`config.mk`:
```
export PLATFORM = sky130hd
export DESIGN_NAME = data_cache_param
export DESIGN_NICKNAME = d
export VERILOG_FILES = /design/src/rtl/cache_pkg.sv /design/src/rtl/cache_tag_array.sv /design/src/rtl/data_cache_param.sv
export SDC_FILE = /design/constraint.sdc
export NUM_CORES = 1
export LEC_CHECK = 0
export ABC_AREA = 1
export BUFFER_PORTS_ARGS = -buffer_cell sky130_fd_sc_hd__buf_2
export CELL_PAD_IN_SITES_DETAIL_PLACEMENT = 1
export CELL_PAD_IN_SITES_GLOBAL_PLACEMENT = 1
export CORE_ASPECT_RATIO = 2
export CORE_MARGIN = 2
export CORE_UTILIZATION = 49
export CTS_CLUSTER_DIAMETER = 100
export DETAILED_ROUTE_END_ITERATION = 6
export PLACE_DENSITY_LB_ADDON = 0.1
export SETUP_SLACK_MARGIN = 0.02
export SYNTH_ARGS = -nofsm -noshare
export SYNTH_HDL_FRONTEND = slang
export SYNTH_SLANG_ARGS = --single-unit
```
`constraint.sdc`:
```
create_clock -name clk -period 5.4 [get_ports clk]
set_input_delay 0.81 -clock clk [delete_from_list [all_inputs] [get_ports clk]]
set_output_delay 0.81 -clock clk [all_outputs]
set_load 0.05 [all_outputs]
```
`src/rtl/cache_pkg.sv`:
```
// cache_pkg: cache controller state encoding and address-split width helpers.
// S_FLUSH exists only when DCACHE_FLUSH_EN is defined.
package cache_pkg;
    typedef enum logic [1:0] {
        S_IDLE,
        S_WRITEBACK,
        S_REFILL
`ifdef DCACHE_FLUSH_EN
        , S_FLUSH
`endif
    } state_t;
    function automatic int off_w(input int line_bytes);
        return $clog2(line_bytes);
    endfunction
    function automatic int line_addr_w(input int addr_w, input int line_bytes);
        return addr_w - $clog2(line_bytes);
    endfunction
endpackage

```
`src/rtl/cache_tag_array.sv`:
```
// cache_tag_array: per-line valid/dirty/tag storage with a single shared index,
// tag compare, refill set, dirty set/clear and whole-array invalidate.
module cache_tag_array #(
    parameter int NUM_LINES = 4,
    parameter int TAG_W = 26,
    localparam int IDX_W = $clog2(NUM_LINES)
) (
    input  logic             clk,
    input  logic             reset,
    input  logic [IDX_W-1:0] index,
    input  logic [TAG_W-1:0] cmp_tag,
    input  logic             set_en,
    input  logic             dirty_set,
    input  logic             dirty_clr,
    input  logic             inval_all,
    output logic             rd_valid,
    output logic             rd_dirty,
    output logic [TAG_W-1:0] rd_tag,
    output logic             hit
);
    logic [NUM_LINES-1:0] valid_q, dirty_q;
    logic [TAG_W-1:0]     tag_q [NUM_LINES];
    always_ff @(posedge clk or negedge reset) begin
        if (!reset) begin
            valid_q <= '0;
            dirty_q <= '0;
        end else if (inval_all) begin
            valid_q <= '0;
            dirty_q <= '0;
        end else if (set_en) begin
            valid_q[index] <= 1'b1;
            dirty_q[index] <= 1'b0;
        end else if (dirty_set) begin
            dirty_q[index] <= 1'b1;
        end else if (dirty_clr) begin
            dirty_q[index] <= 1'b0;
        end
    end
    always_ff @(posedge clk) begin
        if (set_en) tag_q[index] <= cmp_tag;
    end
    assign rd_valid = valid_q[index];
    assign rd_dirty = dirty_q[index];
    assign rd_tag   = tag_q[index];
    assign hit      = rd_valid && rd_tag == cmp_tag;
endmodule

```
`src/rtl/data_cache_param.sv`:
```
// data_cache_param: direct-mapped write-back data cache with a line-wide memory port.
// Define DCACHE_FLUSH_EN to add the flush/flush_done ports and the FLUSH walk.
module data_cache_param import cache_pkg::*; #(
    parameter int NUM_LINES  = 4,
    parameter int LINE_BYTES = 16,
    parameter int ADDR_W     = 32
) (
    input  logic                                       clk,
    input  logic                                       reset,
    input  logic                                       mem_read,
    input  logic                                       mem_write,
    input  logic [ADDR_W-1:0]                          address,
    input  logic [31:0]                                writedata,
    output logic [31:0]                                readdata,
    output logic                                       stall,
    output logic                                       mem_req,
    output logic                                       mem_we,
    output logic [line_addr_w(ADDR_W, LINE_BYTES)-1:0] mem_addr,
    output logic [8*LINE_BYTES-1:0]                    mem_wdata,
    input  logic [8*LINE_BYTES-1:0]                    mem_rdata,
    input  logic                                       mem_ack
`ifdef DCACHE_FLUSH_EN
    ,
    input  logic                                       flush,
    output logic                                       flush_done
`endif
);
    localparam int OFF_W = off_w(LINE_BYTES);
    localparam int LA_W  = line_addr_w(ADDR_W, LINE_BYTES);
    localparam int IDX_W = $clog2(NUM_LINES);
    localparam int TAG_W = LA_W - IDX_W;
    localparam int WORDS = LINE_BYTES / 4;
    localparam int WO_W  = WORDS > 1 ? $clog2(WORDS) : 1;

    state_t                 state_q, state_d;
    logic [WORDS-1:0][31:0] data_q [NUM_LINES];
    logic [IDX_W-1:0]       req_idx, idx;
    logic [TAG_W-1:0]       req_tag, v_tag;
    logic [WO_W-1:0]        woff;
    logic                   req, hit, v_valid, v_dirty, victim_dirty;
    logic                   flush_go, fl_wb, fl_last, wb_act, refill_done, store_hit;
    logic                   unused_addr;

    assign req_idx      = address[OFF_W +: IDX_W];
    assign req_tag      = address[ADDR_W-1 -: TAG_W];
    assign woff         = WO_W'(address[ADDR_W-1:2]) & WO_W'(WORDS - 1);
    assign unused_addr  = ^address[1:0];
    assign req          = mem_read || mem_write;
    assign victim_dirty = v_valid && v_dirty;

`ifdef DCACHE_FLUSH_EN
    logic [IDX_W-1:0] fl_idx;
    logic             fl_adv;
    assign flush_go   = flush && state_q == S_IDLE;
    assign fl_wb      = state_q == S_FLUSH && victim_dirty;
    assign fl_adv     = state_q == S_FLUSH && (!victim_dirty || mem_ack);
    assign fl_last    = fl_adv && fl_idx == IDX_W'(NUM_LINES - 1);
    assign flush_done = fl_last;
    assign idx        = state_q == S_FLUSH ? fl_idx : req_idx;
    always_ff @(posedge clk or negedge reset) begin
        if (!reset) fl_idx <= '0;
        else if (fl_adv) fl_idx <= fl_idx + 1'b1;
    end
`else
    assign flush_go = 1'b0;
    assign fl_wb    = 1'b0;
    assign fl_last  = 1'b0;
    assign idx      = req_idx;
`endif

    cache_tag_array #(.NUM_LINES(NUM_LINES), .TAG_W(TAG_W)) u_tags (
        .clk       (clk),
        .reset     (reset),
        .index     (idx),
        .cmp_tag   (req_tag),
        .set_en    (refill_done),
        .dirty_set (store_hit),
        .dirty_clr (wb_act && mem_ack),
        .inval_all (fl_last),
        .rd_valid  (v_valid),
        .rd_dirty  (v_dirty),
        .rd_tag    (v_tag),
        .hit       (hit)
    );

    always_ff @(posedge clk or negedge reset) begin
        if (!reset) state_q <= S_IDLE;
        else state_q <= state_d;
    end

    always_comb begin
        state_d = state_q;
        case (state_q)
            S_IDLE:      state_d = (req && !hit) ? (victim_dirty ? S_WRITEBACK : S_REFILL) : S_IDLE;
            S_WRITEBACK: state_d = mem_ack ? S_REFILL : S_WRITEBACK;
            S_REFILL:    state_d = mem_ack ? S_IDLE : S_REFILL;
`ifdef DCACHE_FLUSH_EN
            S_FLUSH:     state_d = fl_last ? S_IDLE : S_FLUSH;
`endif
            default:     state_d = S_IDLE;
        endcase
`ifdef DCACHE_FLUSH_EN
        if (flush_go) state_d = S_FLUSH;
`endif
    end

    // Lines are invalid while reset is low, so hits and refills cannot touch data then.
    assign refill_done = state_q == S_REFILL && mem_ack;
    assign store_hit   = state_q == S_IDLE && !flush_go && mem_write && hit;
    always_ff @(posedge clk) begin
        if (refill_done) data_q[req_idx] <= mem_rdata;
        else if (store_hit) data_q[req_idx][woff] <= writedata;
    end

    assign wb_act    = state_q == S_WRITEBACK || fl_wb;
    assign mem_req   = wb_act || state_q == S_REFILL;
    assign mem_we    = wb_act;
    assign mem_addr  = wb_act ? {v_tag, idx} : state_q == S_REFILL ? address[ADDR_W-1:OFF_W] : '0;
    assign mem_wdata = wb_act ? data_q[idx] : '0;
    assign stall     = reset && (state_q != S_IDLE || flush_go || (req && !hit));
    assign readdata  = reset ? data_q[req_idx][woff] : '0;
endmodule

```
==> impl_metrics.ini <==
[status]
outcome = finished clean

[setup_path]
r2r_cells = 13
worst_path_max_delay_cell = a221oi_1
worstPathRequired_ns = 4.59
crit_chain = buf_2 -> inv_2 -> nor2_4 -> buf_12 -> a22o_1 -> a221oi_1 -> o22ai_1 -> a21oi_1 -> a21oi_1 -> buf_2
cp.arrival_ns = 3.83
timing.critical_path.from = address[4]
cp-start-kind = primary input
critPathMaxFanout = 68
worstReg2RegEnd = data_q[0][122]$_DFFE_PP_
reg2reg_from = u_tags.tag_q[2][7]$_DFFE_PP_
r2r_setup_slack_ns = 2.05
max_stage_delay_ns = 0.69
end_kind = output pin
path_class = in -> out
timing.critical_path.to = readdata[3]

[sta]
fin_skew_ns = 0.01852
hold_viol_final = 0
fin_ws_ns = 0.7581
worst_pin_slew_ns = 1.049
relSlewSlack_pct = 29.91
finalSetupViolCount = 0
holdWs_ns = 0.07049
fin_crit_sh_pct = 85.96
grt_setup_unrepaired = no
slew_viol_final = 0
setup_tns_ns = 0
timing.fmax_ghz = 0.2154
layout_min_cycle_time_ns = 4.642

[routing]
wirelength_mm = 98.77
route.detailed.wl_per_inst_um = 28.75
vias_per_cell = 5.998
vias = 20610
drt_pre_antenna_iters = 7
drc = 0
drt_iter0_drc = 1780
ant_nets = 0

[placement]
place_worst_setup_slack_ns = 0.6935
place_area_um2 = 30180
portBuffers = 385
dp_cells = 3329
dp_hpwl_mm = 68.45
gp_congestion = 0.9965

[finish]
regArea_um2 = 18750
multi_input_area_um2 = 7356
instances_no_fill = 3436
syn_to_final_growth_pct = 18.46
drive_gt1_share_pct = 21.69
num-nets-final = 2909
final_cell_area_um2 = 31890
fillCellCount = 5797

[die]
start_util_pct = 49.53
ios = 388
core.rowCount = 121
dieArea_um2 = 56950
die_y_um = 335.5
die_x_um = 169.7
core_area_um2 = 54350

[cts]
clk_pin_slew_ns = 0.07
cts_tree = yes
clk_root_buffer_cell = clkbuf_16
clock-sinks = 626
ctsHoldBuffers = 0
cts_resized = 0
clock_latency_ns = 0.63
postCtsSetupBuffers = 0
htree_levels = 2
cts_buffers = 53
max-clock-path-buffers = 3

[logic_synthesis]
synth_compound_area_share_pct = 12.20
ys_ff_latch = 626
synthSimpleGateAreaFrac_pct = 13.95
ys_types = 33
synth_area_leaders = edfxtp_1 69%, nand2_1 8.8%, nor2_1 2.8%
synth_xor_area_share_pct = 0
synth_warnings = 0
synthAdderAreaFrac_pct = 0.1859
synth_edf_count = 616
synth_ff_type = edfxtp_1
mappedNetlistNets = 2535
syn_area_per_cell_um2 = 11.53
synth_top_area_cell = edfxtp_1
muxShareOfSynthArea_pct = 0
synthCells = 2334
synthesis.area_um2 = 26920
synth_top_family_by_area = simple AND/OR/NAND/NOR gates
yosys.area.top_type_share_pct = 68.71
ys_seq_area_share_pct = 69.64
synthArstFlopShare_pct = 1.597

[global_route]
grt_pass1_vias = 21910
antenna_found_initial = 6
grt_pass1_wl_mm = 140.6
grt_start_max_net_pins = 69
grt_overflow = 0
gr-usage-all-layers_pct = 34.65

[power_and_ir_drop]
ir_worst_vdd_mv = 0.2473
p_leak_uw = 0.01271
p_per_area_nw_per_um2 = 397.1

[run]
maxCapViolations = 0

[min_path]
min_path_type = in -> async
[cells by family after synthesis]
kind of cell,after synthesis
and+or+nand+nor,937
adders and majority gates,4
AOI/OAI and AO/OA,508
buffers and inverters,259
DFF,626
[synthesized netlist by cell type (15+ instances only)]
| cell | count |
|---|---|
| a21oi_1 | 118 |
| a221oi_1 | 80 |
| a22o_1 | 42 |
| a22oi_1 | 70 |
| a31oi_1 | 30 |
| and2_1 | 15 |
| buf_2 | 16 |
| clkbuf_1 | 104 |
| edfxtp_1 | 616 |
| inv_1 | 114 |
| nand2_1 | 634 |
| nand3_1 | 32 |
| nor2_1 | 199 |
| nor3_1 | 17 |
| o21ai_0 | 84 |
| o21ai_1 | 48 |
| o22ai_1 | 29 |
| or2_2 | 25 |
[area by class of cell]
| class | count | share of cell area (%) |
|---|---|---|
| sequential | 626 | 58.79 |
| multi-input combinational | 1449 | 23.06 |
| timing repair buffer | 462 | 8.757 |
| clock buffer | 68 | 4.402 |
| tap | 676 | 2.652 |
| inverter | 116 | 1.381 |
| clock inverter | 31 | 0.8945 |
| antenna | 8 | 0.06277 |
[metal layers]
layer,wire [um],vias to the layer above,track usage (%)
met5,21,-,0
met4,10090,4,29.91
met3,6915,270,5.375
met2,50330,956,61.16
met1,31420,10250,35.30
li1,-,9132,-
[worst max-delay path, delay by kind of cell]
family | cells | cell delay [ns]
simple gates | 1 | 0.06
buf+inv | 4 | 1.10
compound gates | 5 | 1.71
[where the power goes]
group          internal, uW  total, uW  switching [uW]
logic                   677       3070            2400
clock network          2040       3800            1760
registers              5700       5790            96.6
total                  8410      12700            4250
[registers in the layout, summed over array words and instances, names as in the netlist, named ones only]
signal,cells
state_q,2
u_tags.valid_q,4
data_q,512
u_tags.tag_q,104
[worst min path at each step]
stage	start	endpoint	slack, ns	depth (start not counted)
6_report	reset	async pin	0.07	1
5_1_grt	reset	async pin	0.08	1
4_1_cts	reset	async pin	0.05	1
3_5_place_dp	u_tags.valid_q[2]$_DFFE_PN0P_	u_tags.valid_q[2]$_DFFE_PN0P_	0.46	1
3_3_place_gp	u_tags.valid_q[2]$_DFFE_PN0P_	u_tags.valid_q[2]$_DFFE_PN0P_	0.45	1
2_1_floorplan	u_tags.valid_q[0]$_DFFE_PN0P_	u_tags.valid_q[0]$_DFFE_PN0P_	0.44	1
[through the flow]
stage | utilization (%) | total power (uW)
CTS | 58.64 | 12680
detailed placement | 55.53 | 8952
global route | 58.64 | 13010
floorplan | - | 7850
finish | 58.68 | 12660
global placement | 55.53 | 8861
[cell usage in the layout (no fill, tap or decap), types with 14 or more instances in the layout]
cell type,Yosys,routed
a21oi_1,118,102
a21oi_4,0,16
a221oi_1,80,80
a22o_1,42,42
a22oi_1,70,70
a31oi_1,30,30
and2_1,15,15
buf_12,0,23
buf_2,16,385
buf_4,1,54
clkbuf_1,104,14
clkbuf_16,0,54
edfxtp_1,616,616
inv_1,114,112
nand2_1,634,632
nand3_1,32,32
nor2_1,199,191
nor3_1,17,17
o21ai_0,84,84
o21ai_1,48,48
o22ai_1,29,29
or2_2,25,25
No activity file was read; power rests on OpenSTA's default activity.
